--- src/rtl/systolic_quantize.sv ---
// Drain-side quantizer: round-half-up shift and saturate one accumulator
// anti-diagonal per beat, framed by an IDLE/DRAIN sequencer for SRAM write-out.
module systolic_quantize #(
  parameter int ARRAY_SIZE        = 16,
  parameter int ACC_WIDTH         = 40,
  parameter int OUTPUT_DATA_WIDTH = 24,
  parameter int SHIFT             = 8
) (
  input  logic                                      clk,
  input  logic                                      srstn,
  input  logic                                      start,
  input  logic [1:0]                                set_sel,
  input  logic                                      acc_valid,
  input  logic [ARRAY_SIZE*ACC_WIDTH-1:0]           acc_data,
  output logic                                      busy,
  output logic                                      done,
  output logic                                      sram_write_enable,
  output logic [1:0]                                data_set,
  output logic [5:0]                                matrix_index,
  output logic [ARRAY_SIZE*OUTPUT_DATA_WIDTH-1:0]   quantized_data,
  output logic                                      sat_flag
);

  localparam int OW = OUTPUT_DATA_WIDTH;
  localparam logic [5:0] LAST_IDX = 6'(2*ARRAY_SIZE-2);
  localparam logic signed [ACC_WIDTH:0] RND =
    {{ACC_WIDTH{1'b0}}, 1'b1} << (SHIFT-1);
  localparam logic signed [ACC_WIDTH:0] Q_MAX =
    {{(ACC_WIDTH-OW+2){1'b0}}, {(OW-1){1'b1}}};
  localparam logic signed [ACC_WIDTH:0] Q_MIN =
    {{(ACC_WIDTH-OW+2){1'b1}}, {(OW-1){1'b0}}};

  typedef enum logic [1:0] {
    IDLE  = 2'd0,
    DRAIN = 2'd1
  } state_t;

  state_t state, state_nxt;
  logic [5:0] cnt, cnt_nxt;
  logic [1:0] set_nxt;
  logic       vld_p0, last_p0;

  logic signed [ACC_WIDTH:0]              r_p0;
  logic [ARRAY_SIZE*OW-1:0]               q_p0;
  logic                                   sat_p0;

  logic                                   vld_p1, done_p1, sat_p1;
  logic [5:0]                             idx_p1;
  logic [ARRAY_SIZE*OW-1:0]               q_p1;

  // Extra headroom bit keeps the rounding add from wrapping at the positive limit.
  function automatic logic signed [ACC_WIDTH:0] round_shift(
    input logic signed [ACC_WIDTH-1:0] acc
  );
    logic signed [ACC_WIDTH:0] t;
    t = {acc[ACC_WIDTH-1], acc} + RND;
    return t >>> SHIFT;
  endfunction

  function automatic logic signed [OW-1:0] saturate(
    input logic signed [ACC_WIDTH:0] r
  );
    if (r > Q_MAX)      return Q_MAX[OW-1:0];
    else if (r < Q_MIN) return Q_MIN[OW-1:0];
    else                return r[OW-1:0];
  endfunction

  function automatic logic is_clamped(input logic signed [ACC_WIDTH:0] r);
    return (r > Q_MAX) || (r < Q_MIN);
  endfunction

  always_comb begin
    state_nxt = state;
    cnt_nxt   = cnt;
    set_nxt   = data_set;
    vld_p0    = 1'b0;
    last_p0   = 1'b0;
    case (state)
      IDLE: begin
        if (start) begin
          state_nxt = DRAIN;
          cnt_nxt   = 6'd0;
          set_nxt   = set_sel;
        end
      end
      DRAIN: begin
        if (acc_valid) begin
          vld_p0  = 1'b1;
          cnt_nxt = cnt + 6'd1;
          if (cnt == LAST_IDX) begin
            last_p0   = 1'b1;
            state_nxt = IDLE;
          end
        end
      end
      default: state_nxt = IDLE;
    endcase
  end

  always_comb begin
    r_p0   = '0;
    q_p0   = '0;
    sat_p0 = 1'b0;
    for (int i = 0; i < ARRAY_SIZE; i++) begin
      r_p0 = round_shift(acc_data[i*ACC_WIDTH +: ACC_WIDTH]);
      q_p0[i*OW +: OW] = saturate(r_p0);
      sat_p0 = sat_p0 | is_clamped(r_p0);
    end
  end

  // p0 -> p1: control registers
  always_ff @(posedge clk) begin
    if (!srstn) begin
      state    <= IDLE;
      cnt      <= 6'd0;
      data_set <= 2'd0;
      vld_p1   <= 1'b0;
      done_p1  <= 1'b0;
      idx_p1   <= 6'd0;
    end else begin
      state    <= state_nxt;
      cnt      <= cnt_nxt;
      data_set <= set_nxt;
      vld_p1   <= vld_p0;
      done_p1  <= last_p0;
      if (vld_p0) idx_p1 <= cnt;
    end
  end

  // p0 -> p1: lane data, forced to zero on any cycle without an accepted beat
  always_ff @(posedge clk) begin
    q_p1   <= (srstn && vld_p0) ? q_p0 : '0;
    sat_p1 <= srstn && vld_p0 && sat_p0;
  end

  assign busy              = (state == DRAIN);
  assign done              = done_p1;
  assign sram_write_enable = vld_p1;
  assign matrix_index      = idx_p1;
  assign quantized_data    = q_p1;
  assign sat_flag          = sat_p1;

endmodule

--- config.mk ---
export PLATFORM = sky130hd
export DESIGN_NAME = systolic_quantize
export DESIGN_NICKNAME = d
export VERILOG_FILES = /design/src/rtl/systolic_quantize.sv
export SDC_FILE = /design/constraint.sdc
export NUM_CORES = 1
export LEC_CHECK = 0
export CORE_AREA = 2 2 410 412
export DETAILED_ROUTE_END_ITERATION = 12
export DIE_AREA = 0 0 412 414
export SLEW_MARGIN = 20
export SYNTH_ARGS = -nofsm -noshare
export SYNTH_HDL_FRONTEND = slang
export SYNTH_SLANG_ARGS = --single-unit
--- constraint.sdc ---
create_clock -name clk -period 6.6 [get_ports clk]
set_input_delay 0.66 -clock clk [delete_from_list [all_inputs] [get_ports clk]]
set_output_delay 0.66 -clock clk [all_outputs]
set_load 0.05 [all_outputs]
== After elaboration in Yosys (flattened, before gate mapping) ==
Cells that the tools add are included.

* Output and inout port bits: 396
* Register bits: 403
* Bits of input ports: 646

* $lt $le $gt $ge: 32
* Muxes and demuxes: 42
* Add/subtract/negate cells: 17
* Bitwise operators: 16
* Eq/ne operators: 5
* Reduce and logical (&&, ||, !) cells: 40

{| class="wikitable"
|+ Operators by type and width
! kind !! count
|-
| $add 40x9->41 const B || 16
|-
| $gt 33x24->1 const B || 16
|-
| $lt 33x24->1 const B || 16
|-
| $mux 24 || 16
|-
| $mux 23 || 16
|-
| $reduce_or 2->1 || 16
|-
| $logic_or 1x1->1 || 16
|-
| $or 1x1->1 || 15
|-
| $mux 6 || 2
|-
| $pmux 6 s2 || 1
|-
| $reduce_and 3->1 || 3
|-
| $add 6x1->6 const B || 1
|-
| $eq 6x5->1 const B || 1
|-
| $mux 2 || 3
|-
| $ne 2x2->1 const B || 2
|-
| $pmux 2 s2 || 1
|-
| $mux 1 || 3
|-
| $eq 2x1->1 const B || 1
|-
| $logic_and 1x1->1 || 2
|-
| $logic_not 2->1 || 1
|-
| $ne 2x1->1 const B || 1
|-
| $reduce_and 2->1 || 1
|-
| $reduce_bool 2->1 || 1
|-
| $not 1->1 || 1
|}

== Longest topological paths before layout ==
Gate-level depths: netlist of run 1.

* Depth in word-level cells: 19
* Mapped depth: 12

== Worst setup path after synthesis of run 1 ==
No wires, ideal clock.

* Kind: input -> register
* Start: input port acc_data[207]
* End: register sat_p1, in the netlist sat_flag
* Required time: 6449 ps
* Slack: 3126 ps
* Data arrival time: 3323 ps
* Cell stages on the path: 11
* Buffers on the path: 0
* Path through: ha_1 nand2_1 or3_1 or4_4 or3_1 mux2_2 o32a_1 o31ai_4 nand4b_1 nor4_1 a41oi_1

* Word-level cells in the longest chain between the ends: 15
* Elaborated cells between the ends (all ways): 16
* Those cells by class: 1 x add/sub; 2 x order compare; 11 x bitwise; 2 x reduce/logical

{| class="wikitable"
|+ Ends and longest elaborated chain
! item !! line !! text
|-
| start, declared || 14 || <nowiki>input logic [ARRAY_SIZE*ACC_WIDTH-1:0] acc_data,</nowiki>
|-
| $add 40x9->41 (*) || 56 || <nowiki>t = {acc[ACC_WIDTH-1], acc} + RND;</nowiki>
|-
| $gt 33x24->1 / $lt 33x24->1 (equally long branches) || 69 || <nowiki>return (r > Q_MAX) || (r < Q_MIN);</nowiki>
|-
| $logic_or 1x1->1 (*) || 69 ||
|-
| $or 1x1->1 (*) (11 in series) || 107 || <nowiki>sat_p0 = sat_p0 | is_clamped(r_p0);</nowiki>
|-
| $logic_and 1x1->1 (*) || 133 || <nowiki>sat_p1 <= srstn && vld_p0 && sat_p0;</nowiki>
|-
| end signal, assigned || 133 ||
|-
| end, declared || 47 || <nowiki>logic vld_p1, done_p1, sat_p1;</nowiki>
|}

Mark *: on every way between the ends. The rest lies on a longest branch, timed or not.
A chain may end at the register's enable or synchronous reset.

== Worst setup path after layout of run 1 ==
* Start: input port acc_data[131]
* End: register sat_p1, in the netlist sat_flag

* Word-level cells in the longest chain between the ends: 17
* Elaborated cells between the ends (all ways): 18
* Those cells by class: 1 x add/sub; 2 x order compare; 13 x bitwise; 2 x reduce/logical

{| class="wikitable"
|+ Ends and longest elaborated chain
! item !! line
|-
| $add 40x9->41 (*) || 56
|-
| $gt 33x24->1 / $lt 33x24->1 (equally long branches) || 69
|-
| $logic_or 1x1->1 (*) || 69
|-
| $or 1x1->1 (*) (13 in series) || 107
|-
| $logic_and 1x1->1 (*) || 133
|}

Marks and branches as above.

==> results of run 1 <==
## cells in the mapped netlist, drive strengths merged (7+ instances only)
master / count / share of area [%]
nand2: 407 / 6.5
dfxtp: 402 / 34
a21oi: 317 / 6.8
nor2: 317 / 5.1
xnor2: 229 / 8.6
nand3: 206 / 4.4
xor2: 168 / 6.3
nand4: 140 / 3.8
clkbuf: 118 / 1.9
and3: 99 / 2.7
o21ai: 91 / 2.0
nor3: 72 / 1.5
inv: 59 / 0.95
o21a: 50 / 1.6
and4: 44 / 1.7
nor4: 42 / 1.2
and2: 32 / 0.86
nand2b: 20 / 0.54
mux2i: 19 / 0.81
ha: 18 / 0.96
or3: 18 / 0.48
or4: 16 / 0.53
nor2b: 14 / 0.38
nor3b: 13 / 0.42
a31oi: 12 / 0.32
o31ai: 11 / 0.43
buf: 10 / 0.17
a211oi: 8 / 0.26
a31o: 8 / 0.30
nand3b: 8 / 0.26
nor4b: 8 / 0.30
or2: 8 / 0.21
mux2: 7 / 0.34
## through the flow
step,power (uW),worst slack [ps],utilization (%)
floorplan,3220,3130,-
finish,7260,2270,22.4
global placement,4030,1450,21.2
CTS,7370,2220,22.4
global route,7550,1890,22.4
detailed placement,4030,1500,21.2
## layout by cell type (no fill, tap or decap), drive strengths merged, types with 19 or more instances in the layout
master	count
dfxtp	402
o21a	50
xnor2	229
nand2	407
buf	45
xor2	168
clkbuf	75
and3	99
diode	22
nand3	206
a21oi	317
and4	44
nand2b	20
nand4	140
o21ai	91
and2	32
clkdlybuf4s50	922
nor3	72
inv	64
mux2i	19
nor2	317
nor4	42
## state kept, by name (all words and copies together) (netlist names)
| name | cells |
|---|---|
| quantized_data | 384 |
| cnt | 6 |
| matrix_index | 6 |
| data_set | 2 |
| done | 1 |
| sat_flag | 1 |
| sram_write_enable | 1 |
| state | 1 |
## cell families after synthesis
group,count (synthesis)
XOR/XNOR,397
adder cells (fa/ha/maj),19
AO/OA/AOI/OAI,562
multiplexers,26
flip-flops,402
buffers and inverters,187
AND/OR/NAND/NOR,1478
## area by class of cell
| type | count | share of cell area [%] |
|---|---|---|
| multi-input combinational | 2482 | 39.4 |
| sequential | 402 | 21.6 |
| tap | 2204 | 7.39 |
| timing repair buffer | 967 | 25.7 |
| clock buffer | 75 | 4.27 |
| inverter | 59 | 0.594 |
| antenna | 22 | 0.148 |
| clock inverter | 26 | 0.959 |
## where the power goes
group | leakage, uW | switching (uW) | internal [uW] | total (uW)
combinational | 0.00885 | 862 | 603 | 1460
sequential | 0.00327 | 23.1 | 2500 | 2520
clock | 0.000954 | 1310 | 1970 | 3280
total | 0.0131 | 2200 | 5060 | 7260
## worst max-delay path by stage
stage                            end  slack (ps)  cells after the start
floorplan           sat_flag$_DFF_P_        3130                     11
detailed placement  sat_flag$_DFF_P_        1500                     12
finish              sat_flag$_DFF_P_        2270                     12
global route        sat_flag$_DFF_P_        1890                     12
CTS                 sat_flag$_DFF_P_        2220                     12
global placement    sat_flag$_DFF_P_        1450                     12
## worst max-delay path: cells and delay by family
| family | cells | cell delay (ps) |
|---|---|---|
| compound gates | 4 | 1120 |
| buf+inv | 3 | 1040 |
| simple gates | 5 | 1960 |
## layer usage
layer / vias to the layer above / routed length [um] / global-route usage [%]
met2: 1076 / 62500 / 25.1
li1: 12700 / - / -
met5: - / 230 / 0
met4: 36 / 3870 / 4.53
met3: 200 / 15900 / 6.96
met1: 12600 / 54400 / 17.8
==> impl_metrics.ini, run 1 <==
[clock_network]
htreeDepth = 2
holdBufCountCts = 0
ctsRootBufferMaster = clkbuf_16
cts-resized-gates = 0
clock_latency_ps = 680
numCtsBuffers = 55
cts_tree = built
clkSinkCount = 402
clk_pin_slew_ps = 60
clockBufferDepth = 3
cts_setup_buffers = 0

[synthesis]
postSynth.asyncResetShare_pct = 0
synth_cell_types = 69
synth_nets = 3735
yosys.area_share.adder_pct = 1.01
syn_inst = 3071
synthXorXnorAreaFrac_pct = 14.9
ys_ff_latch = 402
ys.flop_type = dfxtp_1
synth_top_family_by_area = simple AND/OR/NAND/NOR gates
synth_compound_area_share_pct = 14.1
yosys_warnings = 0
yosys.area_share.simple_pct = 31.4
seq_area_frac_synth_pct = 34.5
avgSynthCellArea_um2 = 7.60
syn_area_um2 = 23300
muxShareOfSynthArea_pct = 1.15
synth_edf_count = 0

[layout]
multi_input_area_um2 = 14700
stdcell_count = 6237
syn2layout_area_growth_pct = 59.8
layout-drive-gt1-share_pct = 4.66
nets = 4631
nFillCells = 18300
register_area_um2 = 8050
design_area_um2 = 37300

[route]
wirelength_um = 137000
postRouteAntennaNets = 0
drt_iter0_markers = 1782
wire_per_inst_um = 22.0
viasPerCell = 4.27
drc = 0
routed-via-count = 26600
drt-pass1-iter-count = 5

[timing]
rsz0062_at_grt = no
finClkSkew_ps = 29.6
drv_slew = 0
hold_slack_ps = 474
timing.fmax_mhz = 231
final-hold-violation-count = 0
setup_viol = 0
setup_tns_ps = 0
post-route-period-util_pct = 65.6
relSlewSlack_pct = 29.0
worst_slew_pin_slew_ps = 1060
min_period_ps = 4330

[min_path]
min_to = matrix_index[0]$_SDFFE_PN0P_
hold_path.class = reg2reg
hp-start = matrix_index[0]$_SDFFE_PN0P_
hold_path_depth = 2

[die]
initial_core_util_pct = 14.0
die_h_um = 414
io_pins = 1042
fp.coreArea_um2 = 166000
die_area_um2 = 171000
num_rows = 150
fp.dieW_um = 412

[grt]
grt_usage_pct = 15.3
grt_overflow_total = 0
antenna_found_initial = 49
grt_pass1_wl_um = 189000
grt_pass1_vias = 25800
grt_max_degree = 119

[place]
dpl-instance-area_um2 = 35300
place.gp.congestion = 0.924
portBuffers = 929
dpl.hpwl_um = 113000
dp_cells = 6114

[critical_path]
r2r-end = quantized_data[372]$_SDFF_PN0_
cp_common_cell = nand4_1
rr_startpoint = state[0]$_SDFFE_PN0P_
cp_max_fo = 24
crit_chain = clkdlybuf4s50_1, nand4_1, or4_1, o31ai_1, inv_1, o211ai_1, o211a_1, buf_4, and3_1, nand4_1, nor4_1, a41oi_1
critPathKind = in2reg
required_ps = 7080
ff2ff_path_depth = 5
critPathSlowestCell = or4_1
r2r_slack_ps = 3420
critPathMaxStageDelay_ps = 820
critPathLaunch = acc_data[131]
worstSetupStartpointType = input pin
end_kind = flip-flop
cp.arrival_ps = 4810

[status]
status = complete, no violations

[power_and_ir_drop]
power_density_nw_per_um2 = 195
leakage_uw = 0.0131
ir_worst_vdd_mv = 0.207

[job]
max_cap_violations = 0
No activity file was read; power rests on OpenSTA's default activity.
==> run 2, diff against run 1 <==
--- a/config.mk
+++ b/config.mk
@@ -5,9 +5,9 @@
 export SDC_FILE = /design/constraint.sdc
 export NUM_CORES = 1
 export LEC_CHECK = 0
-export CORE_AREA = 2 2 410 412
+export CORE_AREA = 2 2 400 402
 export DETAILED_ROUTE_END_ITERATION = 12
-export DIE_AREA = 0 0 412 414
+export DIE_AREA = 0 0 402 404
 export SLEW_MARGIN = 20
 export SYNTH_ARGS = -nofsm -noshare
 export SYNTH_HDL_FRONTEND = slang
==> constraint.sdc (replaced) <==
create_clock -name clk -period 4 [get_ports clk]
set_input_delay 0.4 -clock clk [delete_from_list [all_inputs] [get_ports clk]]
set_output_delay 0.4 -clock clk [all_outputs]
set_load 0.05 [all_outputs]
==> impl_metrics.ini, run 2 (synthesis results as in run 1) <==
[clock_network]
clk_pin_slew_ps = 60
ctsRootBufferMaster = clkbuf_16
holdBufCountCts = 0
clockBufferDepth = 3
cts_tree = built
cts-resized-gates = 0
htreeDepth = 2
clock_latency_ps = 650
clkSinkCount = 402
cts_setup_buffers = 0
numCtsBuffers = 55

[die]
io_pins = 1042
die_h_um = 404
fp.dieW_um = 402
die_area_um2 = 162000
fp.coreArea_um2 = 158000
initial_core_util_pct = 14.8
num_rows = 146

[grt]
grt_pass1_wl_um = 193000
grt_max_degree = 139
grt_usage_pct = 16.3
grt_overflow_total = 0
antenna_found_initial = 59
grt_pass1_vias = 26600

[timing]
min_period_ps = 3550
finClkSkew_ps = 10.7
timing.fmax_mhz = 281
setup_viol = 0
setup_tns_ps = 0
relSlewSlack_pct = 22.9
final-hold-violation-count = 0
worst_slew_pin_slew_ps = 1150
rsz0062_at_grt = no
post-route-period-util_pct = 88.8
drv_slew = 0

[layout]
nets = 4773
syn2layout_area_growth_pct = 63.9
design_area_um2 = 38300
layout_common_cells = clkdlybuf4s50_1 (925), nand2_1 (406), dfxtp_1 (402)
multi_input_area_um2 = 14700
nFillCells = 17300
layout-drive-gt1-share_pct = 7.89
largest_register_ffs = 384
final_common_cell = clkdlybuf4s50_1
register_area_um2 = 8050

[route]
viasPerCell = 4.35
drt_iter0_markers = 1978
wirelength_um = 139000
drc = 0
postRouteAntennaNets = 0
drt-pass1-iter-count = 5
wire_per_inst_um = 22.2
routed-via-count = 27200

[min_path]
hold_path_depth = 3
hp-start = set_sel[0]
min_to = data_set[0]$_SDFFE_PN0P_
hold_path.class = in2reg

[job]
max_cap_violations = 0

[critical_path]
critPathSlowestCell = clkdlybuf4s50_1
critPathMaxStageDelay_ps = 570
path_buf_inv = 3
rr_startpoint = state[0]$_SDFFE_PN0P_
end_kind = flip-flop
crit_chain = clkdlybuf4s50_1, nand4_1, buf_4, nor3_1, nand4_1, xnor2_1, nand2_1, or4_1, a22oi_1, buf_4, nand4_1, nor4_1, a41oi_1
crit_family = simple AND/OR/NAND/NOR gates
worstSetupStartpointType = input pin
r2r_slack_ps = 1790
r2r-end = quantized_data[168]$_SDFF_PN0_
critPathKind = in2reg
cp_common_cell = nand4_1
ff2ff_path_depth = 5
cp.arrival_ps = 4040
cp_max_fo = 4
required_ps = 4490

[place]
dpl-instance-area_um2 = 36300
place.gp.congestion = 0.963
portBuffers = 929
dpl.hpwl_um = 116000

[power_and_ir_drop]
ir_worst_vdd_mv = 0.299
power_density_nw_per_um2 = 313
leakage_uw = 0.0138

[status]
status = complete, no violations
-- run 2: changes by cell type in the layout (fill, tap and decap cells not counted), sizes merged --
cell	previous run	this run
inv	64	68
clkdlybuf4s50	922	925
clkinvlp	3	8
buf	45	184
clkbuf	75	67
clkinv	11	12
-- run 2: layout make-up --
type	instances	share of cell area, %
clock buffer	67	3.87
tap	2072	6.78
clock inverter	36	1.14
sequential	402	21.0
inverter	59	0.579
antenna	22	0.144
multi-input combinational	2482	38.4
timing repair buffer	1109	28.0
-- run 2: worst max-delay path by stage --
| stage | start | to | depth (start not counted) |
|---|---|---|---|
| finish | acc_data[22] | sat_flag$_DFF_P_ | 13 |
| global route | acc_data[22] | sat_flag$_DFF_P_ | 13 |
| CTS | acc_data[22] | sat_flag$_DFF_P_ | 11 |
| detailed placement | acc_data[22] | sat_flag$_DFF_P_ | 11 |
| global placement | acc_data[22] | sat_flag$_DFF_P_ | 11 |
| floorplan | acc_data[207] | sat_flag$_DFF_P_ | 11 |
-- run 2: metrics by stage --
stage	power, uW	hold WS [ps]	instances	utilization (%)	worst slack (ps)
floorplan	5310	465	3071	-	786
global placement	6720	459	6124	23.0	-298
detailed placement	6720	463	6124	23.0	-270
CTS	12200	318	6227	24.2	462
global route	12500	370	6240	24.2	126
finish	12000	401	6249	24.2	447
-- run 2: worst register-to-register path: cells and delay by family, from the launching register on --
kind,cells,cell delay [ps]
flip-flops,1,400
AO/OA/AOI/OAI,1,300
AND/OR/NAND/NOR,2,470
buffers and inverters,2,940
-- run 2: per-layer routing --
layer	track usage [%]	vias up	part of all wire, %
li1	-	12900	-
met1	19.6	12900	41
met2	26.6	1151	46
met3	6.07	211	10
met4	5.32	36	3.1
met5	0	-	0.17
-- run 2: power breakdown --
part | internal, uW | total, uW | switching (uW)
combinational | 1060 | 2490 | 1430
clock | 3120 | 5350 | 2220
sequential | 4120 | 4160 | 41.5
total | 8290 | 12000 | 3700
